**src/rtl/npu_cube_pkg.sv**
```systemverilog
// Shared widths, Booth code constants and the radix-4 Booth encoder used by
// the cube partial-product generator.
package npu_cube_pkg;

  localparam int NPU_CUBE_MAC_PP  = 11;
  localparam int NPU_CUBE_MAC_NUM = 8;
  localparam int DWA              = 8;
  localparam int DWB              = 8;
  localparam int DWB_CODE         = 12;
  localparam int DWB_PER_CODE     = 3;
  localparam int NUM_DIGITS       = DWB_CODE / DWB_PER_CODE;

  typedef logic [DWB_PER_CODE-1:0] code_t;
  typedef code_t [NUM_DIGITS-1:0]  codes_t;

  // [2] = negate, [1:0] = magnitude; 100 and 111 are never produced
  localparam code_t CODE_ZERO = 3'b000;
  localparam code_t CODE_P1   = 3'b001;
  localparam code_t CODE_P2   = 3'b010;
  localparam code_t CODE_M1   = 3'b101;
  localparam code_t CODE_M2   = 3'b110;

  localparam logic [1:0] LAST_DIGIT = 2'd3;

  typedef enum logic {S_IDLE = 1'b0, S_RUN = 1'b1} state_e;

  function automatic codes_t booth_encode(input logic [DWB-1:0] b);
    logic [DWB:0] ext;
    code_t        trip;
    codes_t       c;
    ext = {b, 1'b0};
    c   = {NUM_DIGITS{CODE_ZERO}};
    for (int i = 0; i < NUM_DIGITS; i++) begin
      trip = ext[2*i +: 3];
      case (trip)
        3'b001, 3'b010: c[i] = CODE_P1;
        3'b011:         c[i] = CODE_P2;
        3'b100:         c[i] = CODE_M2;
        3'b101, 3'b110: c[i] = CODE_M1;
        default:        c[i] = CODE_ZERO;
      endcase
    end
    return c;
  endfunction

endpackage

```
**src/rtl/npu_cube_product_code_gen_if.sv**
```systemverilog
// Operand-in / partial-product-out handshake bundle for the cube Booth generator.
interface npu_cube_product_code_gen_if #(
  parameter int NPU_CUBE_MAC_PP  = npu_cube_pkg::NPU_CUBE_MAC_PP,
  parameter int NPU_CUBE_MAC_NUM = npu_cube_pkg::NPU_CUBE_MAC_NUM,
  parameter int DWA              = npu_cube_pkg::DWA,
  parameter int DWB              = npu_cube_pkg::DWB,
  parameter int DWB_PER_CODE     = npu_cube_pkg::DWB_PER_CODE
);
  logic                                      in_valid;
  logic                                      in_ready;
  logic [DWA*NPU_CUBE_MAC_NUM-1:0]           a_vec;
  logic [DWB-1:0]                            b_val;
  logic                                      pp_valid;
  logic                                      pp_ready;
  logic [NPU_CUBE_MAC_PP*NPU_CUBE_MAC_NUM-1:0] linedata;
  logic [DWB_PER_CODE-1:0]                   pp_code;
  logic [1:0]                                pp_digit;
  logic                                      pp_last;

  modport master (
    output in_valid, a_vec, b_val, pp_ready,
    input  in_ready, pp_valid, linedata, pp_code, pp_digit, pp_last
  );

  modport slave (
    input  in_valid, a_vec, b_val, pp_ready,
    output in_ready, pp_valid, linedata, pp_code, pp_digit, pp_last
  );
endinterface

```
**src/rtl/npu_cube_booth_lane.sv**
```systemverilog
// One activation lane: scales a signed activation by a Booth code (0, +-1, +-2)
// and sign-extends to the partial-product width.
module npu_cube_booth_lane
  import npu_cube_pkg::*;
#(
  parameter int A_W  = 8,
  parameter int PP_W = 11
) (
  input  logic [A_W-1:0]  a_i,
  input  code_t           code_i,
  output logic [PP_W-1:0] pp_o
);

  logic [PP_W-1:0] ax_s;
  logic [PP_W-1:0] mag_s;

  always_comb begin
    ax_s = {{(PP_W-A_W){a_i[A_W-1]}}, a_i};
    case (code_i[1:0])
      2'b01:   mag_s = ax_s;
      2'b10:   mag_s = {ax_s[PP_W-2:0], 1'b0};
      default: mag_s = {PP_W{1'b0}};
    endcase
    if (code_i[2]) begin
      pp_o = -mag_s;
    end else begin
      pp_o = mag_s;
    end
  end

endmodule

```
**src/rtl/npu_cube_product_code_gen.sv**
```systemverilog
// Latches an activation vector and a Booth-encoded weight, then streams four
// registered partial-product lines (one per Booth digit) to the adder tree.
module npu_cube_product_code_gen #(
  parameter int NPU_CUBE_MAC_PP  = npu_cube_pkg::NPU_CUBE_MAC_PP,
  parameter int NPU_CUBE_MAC_NUM = npu_cube_pkg::NPU_CUBE_MAC_NUM,
  parameter int DWA              = npu_cube_pkg::DWA,
  parameter int DWB              = npu_cube_pkg::DWB
) (
  input logic                        clk,
  input logic                        rst,
  npu_cube_product_code_gen_if.slave bus
);

  localparam int AW = DWA * NPU_CUBE_MAC_NUM;
  localparam int LW = NPU_CUBE_MAC_PP * NPU_CUBE_MAC_NUM;

  npu_cube_pkg::state_e state_q, state_d;
  logic [AW-1:0]        a_q, a_d;
  npu_cube_pkg::codes_t codes_q, codes_d, codes_new_s;
  npu_cube_pkg::code_t  code_q, code_d, lane_code_s;
  logic [1:0]           digit_q, digit_d, digit_next_s;
  logic [LW-1:0]        line_q, line_d, lane_pp_s;
  logic                 valid_q, valid_d, last_q, last_d;
  logic [AW-1:0]        lane_a_s;
  logic [DWB-1:0]       b_s;
  logic                 in_ready_s, accept_s, advance_s, done_s;

  assign b_s = bus.b_val;

  // State and output registers
  always_ff @(posedge clk) begin
    if (rst) begin
      state_q <= npu_cube_pkg::S_IDLE;
      a_q     <= {AW{1'b0}};
      codes_q <= {npu_cube_pkg::NUM_DIGITS{npu_cube_pkg::CODE_ZERO}};
      code_q  <= npu_cube_pkg::CODE_ZERO;
      digit_q <= 2'd0;
      line_q  <= {LW{1'b0}};
      valid_q <= 1'b0;
      last_q  <= 1'b0;
    end else begin
      state_q <= state_d;
      a_q     <= a_d;
      codes_q <= codes_d;
      code_q  <= code_d;
      digit_q <= digit_d;
      line_q  <= line_d;
      valid_q <= valid_d;
      last_q  <= last_d;
    end
  end

  // Handshake decode and lane operand select (fresh operands on accept)
  always_comb begin
    digit_next_s = digit_q + 2'd1;
    codes_new_s  = npu_cube_pkg::booth_encode(b_s);
    if (state_q == npu_cube_pkg::S_RUN) begin
      advance_s = bus.pp_ready && (digit_q != npu_cube_pkg::LAST_DIGIT);
      done_s    = bus.pp_ready && (digit_q == npu_cube_pkg::LAST_DIGIT);
    end else begin
      advance_s = 1'b0;
      done_s    = 1'b0;
    end
    if (rst) begin
      in_ready_s = 1'b0;
    end else begin
      in_ready_s = (state_q == npu_cube_pkg::S_IDLE) || done_s;
    end
    accept_s = bus.in_valid && in_ready_s;
    if (accept_s) begin
      lane_a_s    = bus.a_vec;
      lane_code_s = codes_new_s[0];
    end else begin
      lane_a_s    = a_q;
      lane_code_s = codes_q[digit_next_s];
    end
  end

  // Next-state and next-line computation
  always_comb begin
    state_d = state_q;
    a_d     = a_q;
    codes_d = codes_q;
    code_d  = code_q;
    digit_d = digit_q;
    line_d  = line_q;
    valid_d = valid_q;
    last_d  = last_q;
    if (accept_s) begin
      state_d = npu_cube_pkg::S_RUN;
      a_d     = bus.a_vec;
      codes_d = codes_new_s;
      code_d  = lane_code_s;
      digit_d = 2'd0;
      line_d  = lane_pp_s;
      valid_d = 1'b1;
      last_d  = 1'b0;
    end else if (advance_s) begin
      code_d  = lane_code_s;
      digit_d = digit_next_s;
      line_d  = lane_pp_s;
      last_d  = (digit_next_s == npu_cube_pkg::LAST_DIGIT);
    end else if (done_s) begin
      state_d = npu_cube_pkg::S_IDLE;
      valid_d = 1'b0;
    end else begin
      state_d = state_q;
    end
  end

  for (genvar k = 0; k < NPU_CUBE_MAC_NUM; k++) begin : g_lane
    npu_cube_booth_lane #(
      .A_W  (DWA),
      .PP_W (NPU_CUBE_MAC_PP)
    ) u_lane (
      .a_i    (lane_a_s[DWA*k +: DWA]),
      .code_i (lane_code_s),
      .pp_o   (lane_pp_s[NPU_CUBE_MAC_PP*k +: NPU_CUBE_MAC_PP])
    );
  end

  assign bus.in_ready = in_ready_s;
  assign bus.pp_valid = valid_q;
  assign bus.linedata = line_q;
  assign bus.pp_code  = code_q;
  assign bus.pp_digit = digit_q;
  assign bus.pp_last  = last_q;

endmodule
```
**src/flat_wrapper.sv**
```systemverilog
// flat-port wrapper written by rule: the top's interface ports become plain ports
module npu_cube_product_code_gen_flat 
#(
  parameter int NPU_CUBE_MAC_PP  = npu_cube_pkg::NPU_CUBE_MAC_PP,
  parameter int NPU_CUBE_MAC_NUM = npu_cube_pkg::NPU_CUBE_MAC_NUM,
  parameter int DWA              = npu_cube_pkg::DWA,
  parameter int DWB              = npu_cube_pkg::DWB
)
  (clk, rst, bus_in_valid, bus_a_vec, bus_b_val, bus_pp_ready, bus_in_ready, bus_pp_valid, bus_linedata, bus_pp_code, bus_pp_digit, bus_pp_last);
  npu_cube_product_code_gen_if #(.NPU_CUBE_MAC_PP(NPU_CUBE_MAC_PP), .NPU_CUBE_MAC_NUM(NPU_CUBE_MAC_NUM), .DWA(DWA), .DWB(DWB)) bus_i ();
  input logic clk;
  input logic rst;
  input wire logic [$bits(bus_i.in_valid)-1:0] bus_in_valid;
  input wire logic [$bits(bus_i.a_vec)-1:0] bus_a_vec;
  input wire logic [$bits(bus_i.b_val)-1:0] bus_b_val;
  input wire logic [$bits(bus_i.pp_ready)-1:0] bus_pp_ready;
  output wire logic [$bits(bus_i.in_ready)-1:0] bus_in_ready;
  output wire logic [$bits(bus_i.pp_valid)-1:0] bus_pp_valid;
  output wire logic [$bits(bus_i.linedata)-1:0] bus_linedata;
  output wire logic [$bits(bus_i.pp_code)-1:0] bus_pp_code;
  output wire logic [$bits(bus_i.pp_digit)-1:0] bus_pp_digit;
  output wire logic [$bits(bus_i.pp_last)-1:0] bus_pp_last;
  assign bus_i.in_valid = bus_in_valid;
  assign bus_i.a_vec = bus_a_vec;
  assign bus_i.b_val = bus_b_val;
  assign bus_i.pp_ready = bus_pp_ready;
  assign bus_in_ready = bus_i.in_ready;
  assign bus_pp_valid = bus_i.pp_valid;
  assign bus_linedata = bus_i.linedata;
  assign bus_pp_code = bus_i.pp_code;
  assign bus_pp_digit = bus_i.pp_digit;
  assign bus_pp_last = bus_i.pp_last;
  npu_cube_product_code_gen #(.NPU_CUBE_MAC_PP(NPU_CUBE_MAC_PP), .NPU_CUBE_MAC_NUM(NPU_CUBE_MAC_NUM), .DWA(DWA), .DWB(DWB)) u_core (.clk(clk), .rst(rst), .bus(bus_i));
endmodule
```
**config.mk**
```make
export PLATFORM = sky130hd
export DESIGN_NAME = npu_cube_product_code_gen_flat
export DESIGN_NICKNAME = d
export VERILOG_FILES = /design/src/rtl/npu_cube_pkg.sv /design/src/rtl/npu_cube_product_code_gen_if.sv /design/src/rtl/npu_cube_booth_lane.sv /design/src/rtl/npu_cube_product_code_gen.sv /design/src/flat_wrapper.sv
export SDC_FILE = /design/constraint.sdc
export NUM_CORES = 1
export LEC_CHECK = 0
export ABC_AREA = 1
export BUFFER_PORTS_ARGS = -buffer_cell sky130_fd_sc_hd__buf_2
export CAP_MARGIN = 20
export CORE_ASPECT_RATIO = 1.25
export CORE_MARGIN = 4
export CORE_UTILIZATION = 30
export DETAILED_ROUTE_END_ITERATION = 16
export SYNTH_ARGS = -nofsm -noshare
export SYNTH_HDL_FRONTEND = slang
export SYNTH_SLANG_ARGS = --single-unit
```
**constraint.sdc**
```tcl
create_clock -name clk -period 4 [get_ports clk]
set_input_delay 1.2 -clock clk [delete_from_list [all_inputs] [get_ports clk]]
set_output_delay 1.2 -clock clk [all_outputs]
set_load 0.05 [all_outputs]
```
---- After elaboration in Yosys (flattened, before gate mapping) ----
Cells that the tools add are included.
storage, ports and cells
  word-level logic and storage cells ...... 96
  output and inout bits ................... 96
  register bits after elaboration ......... 171
  input bits .............................. 76
cells by class
  reductions and logical operators ........ 14
  bitwise operators ....................... 1
  add/subtract/negate cells ............... 9
  equality and inequality tests ........... 27
  mux-type cells .......................... 34
  magnitude comparators ................... 1
operators by type and width
  operator                                                                      count
  88-bit 2-to-1 mux                                                             2
  11-bit one-hot mux with 2 select lines                                        8
  11-bit 2-to-1 mux                                                             8
  11-bit negator                                                                8
  64-bit 2-to-1 mux                                                             1
  3-bit one-hot mux with 4 select lines                                         3
  3-bit equality test, second input constant                                    9
  3-bit by 2-bit equality test with 1-bit output, second input constant         6
  2-bit OR reduction                                                            7
  3-bit 2-to-1 mux                                                              4
  2-bit equality test, second input constant                                    5
  3-bit by 1-bit equality test with 1-bit output, second input constant         3
  3-bit one-hot mux with 3 select lines                                         1
  3-bit binary-select mux with 2-bit select                                     1
  1-bit 2-to-1 mux                                                              6
  2-bit by 1-bit equality test with 1-bit output, second input constant         2
  2-bit nonzero test                                                            2
  1-bit logical AND                                                             3
  2-bit by 3-bit less-than comparator with 1-bit output, second input constant  1
  2-bit by 1-bit adder with 2-bit output, second input constant                 1
  2-bit by 1-bit inequality test with 1-bit output, second input constant       1
  2-bit inequality test, second input constant                                  1
  2-bit AND reduction                                                           1
  1-bit logical OR                                                              1
  1-bit NOT                                                                     1

---- Depth between registers and ports, before layout ----
  depth after elaboration ................. 13
  mapped depth ............................ 27
  mapped depth without buffers ............ 24

---- Hierarchy ----
Synthesis repeated with hierarchy kept, for this count alone.
second synthesis, totals
  cell total of the unflattened synthesis .. 1,670
  area total of the unflattened synthesis .. 10,724.0 um^2
by module, submodules not included
  module                     area an instance (um^2)  cells each  instances
  npu_cube_product_code_gen  6,710.2                  942         1
  npu_cube_booth_lane        501.7                    91          8

---- Least setup slack after synthesis ----
Ideal clock, no wire load.
  path kind ............................... input -> register
  start point ............................. input port bus_pp_ready
  end point ............................... register u_core.line_q[72] (netlist: u_core.bus.linedata[72])
  data arrival time ....................... 3,803 ps
  library setup time ...................... 114 ps
  required time ........................... 3,886 ps
  buffers on the path ..................... 2
  slack ................................... 83 ps
  stages on the path ...................... 25
  cells stage by stage .................... nand2_2 > nand2_4 > nand3_2 > buf_6 > nor2_1 > inv_1 > or2_2 > o21ai_0 > ha_1 > inv_1 > nand2_1 > inv_2 > buf_1 > nand3_1 > nand2_1 > inv_1 > ha_1 > nand3_1 > nor2_1 > nand2_1 > nand2_1 > nand2_1 > nand2_1 > o21bai_1 > inv_1
between the ends
  longest elaborated chain between the ends .. 12
RTL lines
  what                                                                                   line                             text
  start: declaration                                                                     flat_wrapper.sv:16               input wire logic [$bits(bus_i.pp_ready)-1:0] bus_pp_ready;
  1-bit logical AND                                                                      npu_cube_product_code_gen.sv:59  done_s = bus.pp_ready && (digit_q == npu_cube_pkg::LAST_DIGIT);
  1-bit 2-to-1 mux                                                                       npu_cube_product_code_gen.sv:57  if (state_q == npu_cube_pkg::S_RUN) begin
  1-bit logical OR                                                                       npu_cube_product_code_gen.sv:67  in_ready_s = (state_q == npu_cube_pkg::S_IDLE) || done_s;
  1-bit 2-to-1 mux                                                                       npu_cube_product_code_gen.sv:64  if (rst) begin
  1-bit logical AND                                                                      npu_cube_product_code_gen.sv:69  accept_s = bus.in_valid && in_ready_s;
  3-bit 2-to-1 mux                                                                       npu_cube_product_code_gen.sv:70  if (accept_s) begin
  2-bit equality test or 2-bit by 1-bit equality test with 1-bit output (tied branches)  npu_cube_booth_lane.sv:19        case (code_i[1:0])
  11-bit one-hot mux with 2 select lines                                                 npu_cube_booth_lane.sv:19
  11-bit negator                                                                         npu_cube_booth_lane.sv:25        pp_o = -mag_s;
  11-bit 2-to-1 mux                                                                      npu_cube_booth_lane.sv:24        if (code_i[2]) begin
  88-bit 2-to-1 mux                                                                      npu_cube_product_code_gen.sv:98  end else if (advance_s) begin
  88-bit 2-to-1 mux                                                                      npu_cube_product_code_gen.sv:89  if (accept_s) begin
  end signal: assignment                                                                 npu_cube_product_code_gen.sv:38  line_q <= {LW{1'b0}};
  end signal: assignment                                                                 npu_cube_product_code_gen.sv:47  line_q <= line_d;
  end: declaration                                                                       npu_cube_product_code_gen.sv:22  logic [LW-1:0] line_q, line_d, lane_pp_s;
Several ways; a longest one is shown, not always the timed one. The select of a mux whose other input is x is not followed.
A chain may end at the register's enable or synchronous reset.

---- Final worst setup path ----
  start point ............................. input port bus_pp_ready
  end point ............................... register u_core.line_q[10] (netlist: u_core.bus.linedata[10])
Same word-level chain as after synthesis.

==> results.json <==
{
  "cts.sinks": 171,
  "powerDensity_mw_per_mm2": 435,
  "tns_ps": 0,
  "ant_nets": 0,
  "hold_slack_ps": 451,
  "setup_violations": 0,
  "post_cts_buffers": 0,
  "synth-edff-count": 0,
  "cts-buffers-inserted": 17,
  "place_hpwl_mm": 22.6,
  "async_flop_share_pct": 0,
  "worstPathArrival_ps": 3850,
  "ys_ff_latch": 171,
  "drive_gt1_share_pct": 16.4,
  "ff2ff_setup_slack_ps": 540,
  "die-area_mm2": 0.0345,
  "fin_nets": 1716,
  "clockBufferDepth": 2,
  "slew_violations": 0,
  "drc_errors": 0,
  "ys_types": 31,
  "hp-class": "reg2reg",
  "antenna_found_initial": 9,
  "synthMostInstantiatedCell": "nand2_1",
  "synthTopCellsByArea": "dfxtp_1 36%, nand2_1 12%, inv_1 8.5%",
  "tightest_slew_ps": 848,
  "grt_pass1_vias": 8733,
  "die-height_um": 207,
  "dp.cells": 2016,
  "skew_ps": 10.6,
  "netlist.area_leader.share_pct": 36.1,
  "min_period_ps": 3580,
  "worstPathMaxFanout": 13,
  "area_delta_synth_final_pct": 20.5,
  "grt_max_degree": 76,
  "slew_headroom_pct": 43.4,
  "fmax_mhz": 280,
  "synthTopCellsByCount": "306 x nand2_1, 216 x inv_1, 171 x dfxtp_1",
  "cp_num_buf_inv": 6,
  "grt_use_total_pct": 17.1,
  "initial_core_util_pct": 30.5,
  "ys.warnings.count": 0,
  "drv_cap": 0,
  "cp_cell_sequence": "buf_2 -> nand2_2 -> nand2_4 -> nand3_4 -> nor2_1 -> inv_1 -> or2_2 -> o21ai_0 -> inv_1 -> ha_1 -> nand2_1 -> inv_2 -> buf_4 -> nand3_1 -> nand2_1 -> inv_1 -> ha_1 -> nand3_1 -> nor2_1 -> nand3_1 -> nand2_1 -> nand2_1 -> nand3_1 -> a21oi_1",
  "vias": 9783,
  "num_io_pins": 172,
  "crit_required_ps": 4280,
  "peakVddDrop_mv": 0.246,
  "ys_seq_area_share_pct": 36.1,
  "fin_total_pwr_mw": 4.97,
  "syn_area_per_cell_um2": 6.41,
  "synth_top_area_cell": "dfxtp_1",
  "synth_flop_cell": "dfxtp_1",
  "grt.overflow.total": 0,
  "die_w_um": 167,
  "fin_crit_sh_pct": 89.4,
  "drt_pass1_iterations": 8,
  "cts.clk_slew.worst_paths_ps": 70,
  "final_cells": 2049,
  "cts_tree": "yes",
  "worstSetupPathType": "in2reg",
  "rows": 72,
  "synth_area_mm2": 0.00948,
  "portBuffers": 171,
  "hold_viol": 0,
  "rsz0062_at_grt": "no",
  "core-area_mm2": 0.0311,
  "slowest_stage": "or2_2",
  "leakage_nw": 5.89,
  "grt_first_pass_wirelength_mm": 47.3,
  "status": "finished clean",
  "start_kind": "primary input",
  "post-route-util_pct": 36.8,
  "path_delay_family": "simple AND/OR/NAND/NOR gates",
  "syn_inst": 1480,
  "cp_slowest_stage_delay_ps": 280,
  "first_iter_violations": 717,
  "gp_congestion": 0.914,
  "totalWireLength_mm": 30.0,
  "critPathCaptureType": "flip-flop",
  "htree_levels": 4,
  "clk_latency_ps": 430,
  "synth_fp_nets": 1568,
  "wl_per_cell_um": 14.6,
  "cts_root_buf": "clkbuf_16",
  "viasPerCell": 4.77
}
-- per-stage QoR --
| stage | instance area, um^2 | worst slack [ps] |
|---|---|---|
| after CTS | 11400 | 398 |
| after global placement | 10800 | 47.8 |
| after detailed placement | 10800 | 11.5 |
| after global routing | 11400 | 107 |
| final | 11400 | 423 |
| after floorplan | 9480 | 83.5 |
-- report_power, final --
| group | switching, mW | total (mW) | internal, mW | leakage (nW) |
|---|---|---|---|---|
| logic | 0.983 | 1.36 | 0.374 | 4.21 |
| registers | 0.0570 | 1.90 | 1.84 | 1.41 |
| clock network | 0.710 | 1.71 | 1.00 | 0.277 |
-- layout by cell type, fill, tap and decap left out, types with 4 or more instances in the layout --
cell type and count:
clkinvlp_4 4, or2_1 4, o21ai_1 18, inv_2 5, nor2_1 157, o211ai_1 24
nand4_1 33, xnor2_1 9, a21oi_1 80, nor2_2 4, nand3b_1 9, inv_1 215
o21ai_0 151, o211ai_2 4, nand2_1 304, buf_4 40, clkbuf_16 17, clkbuf_1 4
dfxtp_1 170, or2_2 7, o21bai_1 13, xor2_1 7, nand3_1 157, a211oi_1 4
buf_2 171, ha_1 12
-- path summary, 6_finish.rpt --
path / startpoint / endpoint / cells after the start
max reg2reg: u_core.bus.pp_digit[0]$_SDFFE_PP0P_ / u_core.bus.linedata[10]$_SDFFE_PP0P_ / 23
min: u_core.codes_q[0]$_SDFFE_PP0N_ / u_core.codes_q[0]$_SDFFE_PP0N_ / 2
max: bus_pp_ready / u_core.bus.linedata[10]$_SDFFE_PP0P_ / 24
min reg2reg: u_core.codes_q[0]$_SDFFE_PP0N_ / u_core.codes_q[0]$_SDFFE_PP0N_ / 2
-- routing by layer --
metal  wire [um]  track usage [%]
met4         496             4.74
met2       12200             24.6
met3        2300             4.36
met1       14900             25.2
met5          93                0
-- sequential cells by signal, indices dropped and copies added, names as in the netlist --
signal / count
u_core.bus.pp_valid: 1
u_core.bus.pp_digit: 2
u_core.bus.pp_last: 1
u_core.bus.linedata: 88
u_core.codes_q: 12
u_core.a_q: 64
u_core.bus.pp_code: 3
-- cell type report --
class,count,area [um^2]
antenna,1,2.50
timing repair buffer,214,1220
sequential,171,3420
fill,3382,19700
tap,407,509
clock buffer,22,454
inverter,220,826
clock inverter,10,143
multi-input combinational,1004,4850
-- cell families after synthesis --
logic type               count (synthesis)  share of synthesized area (%)
AND/OR/NAND/NOR                        680                           30.8
buffers and inverters                  305                           12.9
AO/OA/AOI/OAI                          295                           17.0
flip-flops                             171                           36.1
XOR/XNOR                                16                           1.48
adder cells (fa/ha/maj)                 12                           1.58
multiplexers                             1                          0.119
-- worst reg2reg max path, delay by kind of cell, from the launching register on --
| family | cells | cell delay (ps) |
|---|---|---|
| and+or+nand+nor | 10 | 930 |
| AOI/OAI and AO/OA | 4 | 490 |
| DFF | 1 | 480 |
| adders and majority gates | 3 | 740 |
| buffers and inverters | 6 | 680 |
-- repair_timing --
action / CTS / global route
gates resized for setup: 0 / 1
hold endpoints to repair: 0 / 0
endpoints found under the setup margin: 0 / 10
hold buffers: 0 / 0
(Power assumes the default switching activity.)
